$ cat src/rtl/led_seq_pkg.sv
// Shared encodings and helpers for the LED sequencer.
package led_seq_pkg;

    localparam logic [1:0] MODE_ROT_UP = 2'd0;
    localparam logic [1:0] MODE_ROT_DN = 2'd1;
    localparam logic [1:0] MODE_BOUNCE = 2'd2;
    localparam logic [1:0] MODE_BLINK  = 2'd3;

    typedef enum logic {
        DIR_UP = 1'b0,
        DIR_DN = 1'b1
    } dir_t;

    function automatic int step_cycles(input int clk_hz, input int step_ms);
        return clk_hz / 1000 * step_ms;
    endfunction

endpackage

$ cat src/rtl/step_prescaler.sv
// Step timebase: tick is high combinationally in the last enabled cycle of each period.
// Counter freezes while enable is low and resumes from the held count.
module step_prescaler #(
    parameter int CYCLES = 4
) (
    input  logic clk,
    input  logic rst,
    input  logic enable,
    output logic tick
);

    localparam int W = (CYCLES > 1) ? $clog2(CYCLES) : 1;
    localparam logic [W-1:0] LAST = W'(CYCLES - 1);
    localparam logic [W-1:0] ONE  = W'(1);

    logic [W-1:0] cnt_q, cnt_d;

    assign tick = enable && (cnt_q == LAST);

    always_comb begin
        cnt_d = cnt_q;
        if (enable) begin
            cnt_d = tick ? '0 : cnt_q + ONE;
        end
    end

    always_ff @(posedge clk or posedge rst) begin
        if (rst) begin
            cnt_q <= '0;
        end else begin
            cnt_q <= cnt_d;
        end
    end

endmodule

$ cat src/rtl/led_sequencer.sv
// LED pattern sequencer: rotate up/down, bounce, blink-all, advancing one step per prescaler tick.
// led/pos update on the tick edge; step_pulse is high the cycle after.
module led_sequencer
    import led_seq_pkg::*;
#(
    parameter int LED_COUNT = 4,
    parameter int CLK_HZ    = 50_000_000,
    parameter int STEP_MS   = 1000
) (
    input  logic                         clk,
    input  logic                         rst,
    input  logic                         enable,
    input  logic [1:0]                   mode,
    output logic [LED_COUNT-1:0]         led,
    output logic [$clog2(LED_COUNT)-1:0] pos,
    output logic                         step_pulse
);

    localparam int PW          = $clog2(LED_COUNT);
    localparam int STEP_CYCLES = step_cycles(CLK_HZ, STEP_MS);
    localparam logic [PW-1:0] LAST = PW'(LED_COUNT - 1);
    localparam logic [PW-1:0] ONE  = PW'(1);
    localparam logic [LED_COUNT-1:0] LED_ONE = LED_COUNT'(1);

    logic tick;

    logic [LED_COUNT-1:0] led_q, led_d;
    logic [PW-1:0]        pos_q, pos_d;
    logic [1:0]           mode_q, mode_d;
    dir_t                 dir_q, dir_d, dir_v;
    logic                 started_q, started_d;
    logic                 blink_q, blink_d;
    logic                 pulse_q;

    step_prescaler #(
        .CYCLES (STEP_CYCLES)
    ) u_prescaler (
        .clk    (clk),
        .rst    (rst),
        .enable (enable),
        .tick   (tick)
    );

    always_comb begin
        led_d     = led_q;
        pos_d     = pos_q;
        mode_d    = mode_q;
        dir_d     = dir_q;
        started_d = started_q;
        blink_d   = blink_q;
        // Direction re-derived from pos when bounce is freshly entered.
        dir_v     = (mode_q != MODE_BOUNCE) ? ((pos_q == LAST) ? DIR_DN : DIR_UP) : dir_q;
        if (tick) begin
            mode_d    = mode;
            started_d = 1'b1;
            if (!started_q) begin
                pos_d = (mode == MODE_ROT_DN) ? LAST : '0;
                if (mode == MODE_BLINK) begin
                    led_d   = '1;
                    blink_d = 1'b1;
                end else begin
                    led_d = LED_ONE << pos_d;
                end
            end else begin
                case (mode)
                    MODE_ROT_UP: begin
                        pos_d = (pos_q == LAST) ? '0 : pos_q + ONE;
                        led_d = LED_ONE << pos_d;
                    end
                    MODE_ROT_DN: begin
                        pos_d = (pos_q == '0) ? LAST : pos_q - ONE;
                        led_d = LED_ONE << pos_d;
                    end
                    MODE_BOUNCE: begin
                        if (dir_v == DIR_UP) begin
                            if (pos_q == LAST) begin
                                dir_d = DIR_DN;
                                pos_d = LAST - ONE;
                            end else begin
                                dir_d = DIR_UP;
                                pos_d = pos_q + ONE;
                            end
                        end else begin
                            if (pos_q == '0) begin
                                dir_d = DIR_UP;
                                pos_d = ONE;
                            end else begin
                                dir_d = DIR_DN;
                                pos_d = pos_q - ONE;
                            end
                        end
                        led_d = LED_ONE << pos_d;
                    end
                    default: begin
                        blink_d = ~blink_q;
                        led_d   = blink_d ? '1 : '0;
                    end
                endcase
            end
        end
    end

    always_ff @(posedge clk or posedge rst) begin
        if (rst) begin
            led_q     <= '0;
            pos_q     <= '0;
            mode_q    <= MODE_ROT_UP;
            dir_q     <= DIR_UP;
            started_q <= 1'b0;
            blink_q   <= 1'b0;
            pulse_q   <= 1'b0;
        end else begin
            led_q     <= led_d;
            pos_q     <= pos_d;
            mode_q    <= mode_d;
            dir_q     <= dir_d;
            started_q <= started_d;
            blink_q   <= blink_d;
            pulse_q   <= tick;
        end
    end

    assign led        = led_q;
    assign pos        = pos_q;
    assign step_pulse = pulse_q;

endmodule

$ cat config.mk
export PLATFORM = sky130hd
export DESIGN_NAME = led_sequencer
export DESIGN_NICKNAME = d
export VERILOG_FILES = /design/src/rtl/led_seq_pkg.sv /design/src/rtl/step_prescaler.sv /design/src/rtl/led_sequencer.sv
export SDC_FILE = /design/constraint.sdc
export NUM_CORES = 1
export LEC_CHECK = 0
export ABC_AREA = 1
export ABC_CLOCK_PERIOD_IN_PS = 4300
export CORE_AREA = 10 10 115 117
export CTS_CLUSTER_SIZE = 25
export DETAILED_ROUTE_END_ITERATION = 8
export DIE_AREA = 0 0 125 127
export PLACE_DENSITY = 0.35
export SYNTH_ARGS = -nofsm -noshare
export SYNTH_HDL_FRONTEND = slang
export SYNTH_SLANG_ARGS = --single-unit
$ cat constraint.sdc
create_clock -name clk -period 4.3 [get_ports clk]
set_clock_uncertainty 0.15 [all_clocks]
set_input_delay 0.645 -clock clk [delete_from_list [all_inputs] [get_ports clk]]
set_output_delay 0.645 -clock clk [all_outputs]
set_load 0.02 [all_outputs]
==> summary.md <==
| Metric | Value |
|---|---|
| Status | finished clean |
| Final period utilization | 0.554 |
| Setup TNS | 0 ns |
| Drt total wl | ~7200 um |
| Worst Path Required | 4.33 ns |
| # fillers | around 1,200 |
| Hold Vio Cnt, Final | 0 |
| Yosys warns | 0 |
| Crit path largest cell delay | around 0.46 ns |
| CTS root buffer | clkbuf_16 |
| CTS tree | yes |
| First DRT Iteration DRCs | ~140 |
| Fin area | between 2000 and 3000 sq um |
| Antenna Nets Post-Route | 0 |
| P per Cell Area | about 320 nW/um^2 |
| Post_cts resized | 0 |
| Sink Count | 38 |
| Gr ovfl total | 0 |
| Ratio of cells with drive above 1 in the final layout | 0.0630 |
| Crit path capture type | register |
| Final hold slack | 0.351 ns |
| Data arrival, critical path | roughly 2.4 ns |
| Avg Cell Area, Syn | 6.96 sq um |
| I/O pin total | 12 |
| Final min period | 2.38 ns |
| RD Place Congestion | about 0.85 |
| Layout Utilization | 0.267 |
| Final nets | 394 |
| CP max-delay cell | clkdlybuf4s50_1 |
| Worst slew pin tran | a little over 0.5 ns |
| XOR/XNOR share of the synthesized area | 0.0344 |
| Netlist cell types | 28 |
| TritonRoute pass-1 iters | 4 |
| Post-DP HPWL | ~5500 um |
| Bufs and invs on worst path | 5 |
| Critical Path Fanout Max | 14 |
| Overall Global Routing Usage | 0.0932 |
| Die Ht | 127 um |
| Multiplexer area fraction after synthesis | 0 |
| CP Launch Type | input port |
| FMAX | approximately 420 MHz |
| Syn nets | 380 |
| Post-synthesis sequential area ratio | 0.373 |
| Max Cap Viol | 0 |
| Multi-input logic area | ~1300 sq um |
| Htree depth | 2 |
| Simple-Gate Fraction of Synth Area | 0.385 |
| Core ar. | about 11,000 sq um |
| CTS Buf Count | 5 |
| Die Wd | 125 um |
| RSZ-0062 raised after global routing | no |
| Compound-Gate Fraction of Synth Area | 0.0481 |
| CP Class | in2reg |
| R2R depth | 10 |
| HP Class | reg2reg |
| Normalized max-slew margin | 0.654 |
| Largest family of logic cells by synthesized area | simple AND/OR/NAND/NOR gates |
| Dpl ws | about 1.6 ns |
| Initial antenna violation count | 0 |
| CTS Buffer Depth | 2 |
| Initial core utilization | 0.229 |
| Delay-heaviest family, CP | buffers and inverters |
| Std cell rows | 39 |
| Hold Buf Count CTS | 0 |
| Diode count | 0 |
| Critical Path Stages | 11 |
| Synth Cell Area | roughly 2500 sq um |
| Slew Viols, Final | 0 |
| DP Area | 2820 sq um |
| Vias per cell | ~4.4 |
| DR vias | about 2,300 |
| VDD IR max | approximately 0.00015 V |
| Vias in the first global route | 2,362 |
| Largest net degree at the start of global routing | 39 |
| DRC | 0 |
| Die ar. | between 15,000 and 20,000 sq um |
| Adder-cell share of the synthesized area | 0.0442 |
| Endpoints failing setup | 0 |
| Post-CTS setup buffer count | 0 |
| Clk slew on worst S/H paths | 0.06 ns |
| Hold depth | 2 |
| Static leakage | about 1.5 nW |
| Synth Register Bits | 38 |
| Worst Setup Slack, final | 1.92 ns |
| Port bufs | 11 |
| Critical-path cell list | clkdlybuf4s50_1, buf_4, nand2_1, inv_1, nand4_1, nor2_1, nand2_1, inv_1, nand4_1, nand2_1, inv_1 |
| WL per Instance | between 10 and 15 um |
| Gate Count Post-Synth | ~370 |
| First-pass GRT wire length | roughly 12,000 um |
| Sequential Area | between 900 and 1000 sq um |
| Clock latency on the worst-skew pair | roughly 0.28 ns |
| Area Overhead vs Synth | 16.6% |
tightest hold or removal path: stages (launching register included):
cell     delay, ns
dfrtp_1       0.36
nand2_1       0.06
nand2_1       0.05
synthesized netlist by cell type, drive strengths merged:
library cell,number,area [sq um]
nor4,2,12.5
o21a,1,7.51
nand2,96,370
a21oi,11,55.1
xor2,10,87.6
clkbuf,2,7.51
a31oi,2,12.5
dfrtp,38,951
nor3,21,121
nor2,43,188
inv,69,259
o21ai,8,40.0
nand4,14,87.6
o21bai,1,7.51
nand3b,4,33.8
nand3,31,168
ha,9,113
buf,4,26.3
power by group:
part	switching (W)	leakage [nW]	internal [W]
logic	0.0000872	1.02	0.0000455
registers	0.0000423	0.452	0.000388
clock network	0.000152	0.0729	0.000230
total	0.000281	1.54	0.000663
path summary, 6_finish.rpt:
kind	startpoint	end	slack (ns)
setup / recovery	enable	dir_q	1.92
hold / removal	led[0]	led[0]	0.35
setup reg to reg	u_prescaler.cnt_q[0]	dir_q	2.10
hold reg to reg	led[0]	led[0]	0.35
max in group asynchronous	rst	u_prescaler.cnt_q[17]	3.00
min in group asynchronous	rst	pos[0]	0.63
layer usage:
| layer | GRT usage | routed length [um] |
|---|---|---|
| met5 | 0 | 0 |
| met2 | 0.158 | 3470 |
| met4 | 0.0407 | 178 |
| met1 | 0.112 | 3310 |
| met3 | 0.0194 | 226 |
cells in the final DEF, fill, tap and decap left out, types with 8 or more instances in the layout:
master / count
dfrtp_1: 38
nor2_1: 40
a21oi_1: 11
nand4_1: 14
nand2_1: 92
nor3_1: 19
inv_1: 65
xor2_1: 10
clkdlybuf4s50_1: 11
o21ai_0: 8
ha_1: 9
nand3_1: 30
registers in the layout, summed over array words and instances (netlist names):
| signal | flops |
|---|---|
| mode_q | 2 |
| dir_q | 1 |
| blink_q | 1 |
| u_prescaler.cnt_q | 26 |
| step_pulse | 1 |
| pos | 2 |
| started_q | 1 |
| led | 4 |
area by class of cell:
type,count,share of cell area
inverters,69,0.0872
multi-input cells,253,0.439
clock inverters,2,0.00421
well taps,143,0.0603
flip-flops and latches,38,0.320
repair buffers,13,0.0421
clock buffers,6,0.0468
logic make-up after synthesis:
family / Yosys count
compound gates: 23
simple gates: 211
buf+inv: 75
fa+ha+maj: 9
xor+xnor: 10
flops: 38
through the flow:
stage	std cells	total power (W)
after floorplan	366	0.000528
after global placement	516	0.000572
after detailed placement	516	0.000568
after CTS	524	0.000960
after global routing	524	0.000999
final	524	0.000944
Note: power is estimated with default switching activity, not from simulation.
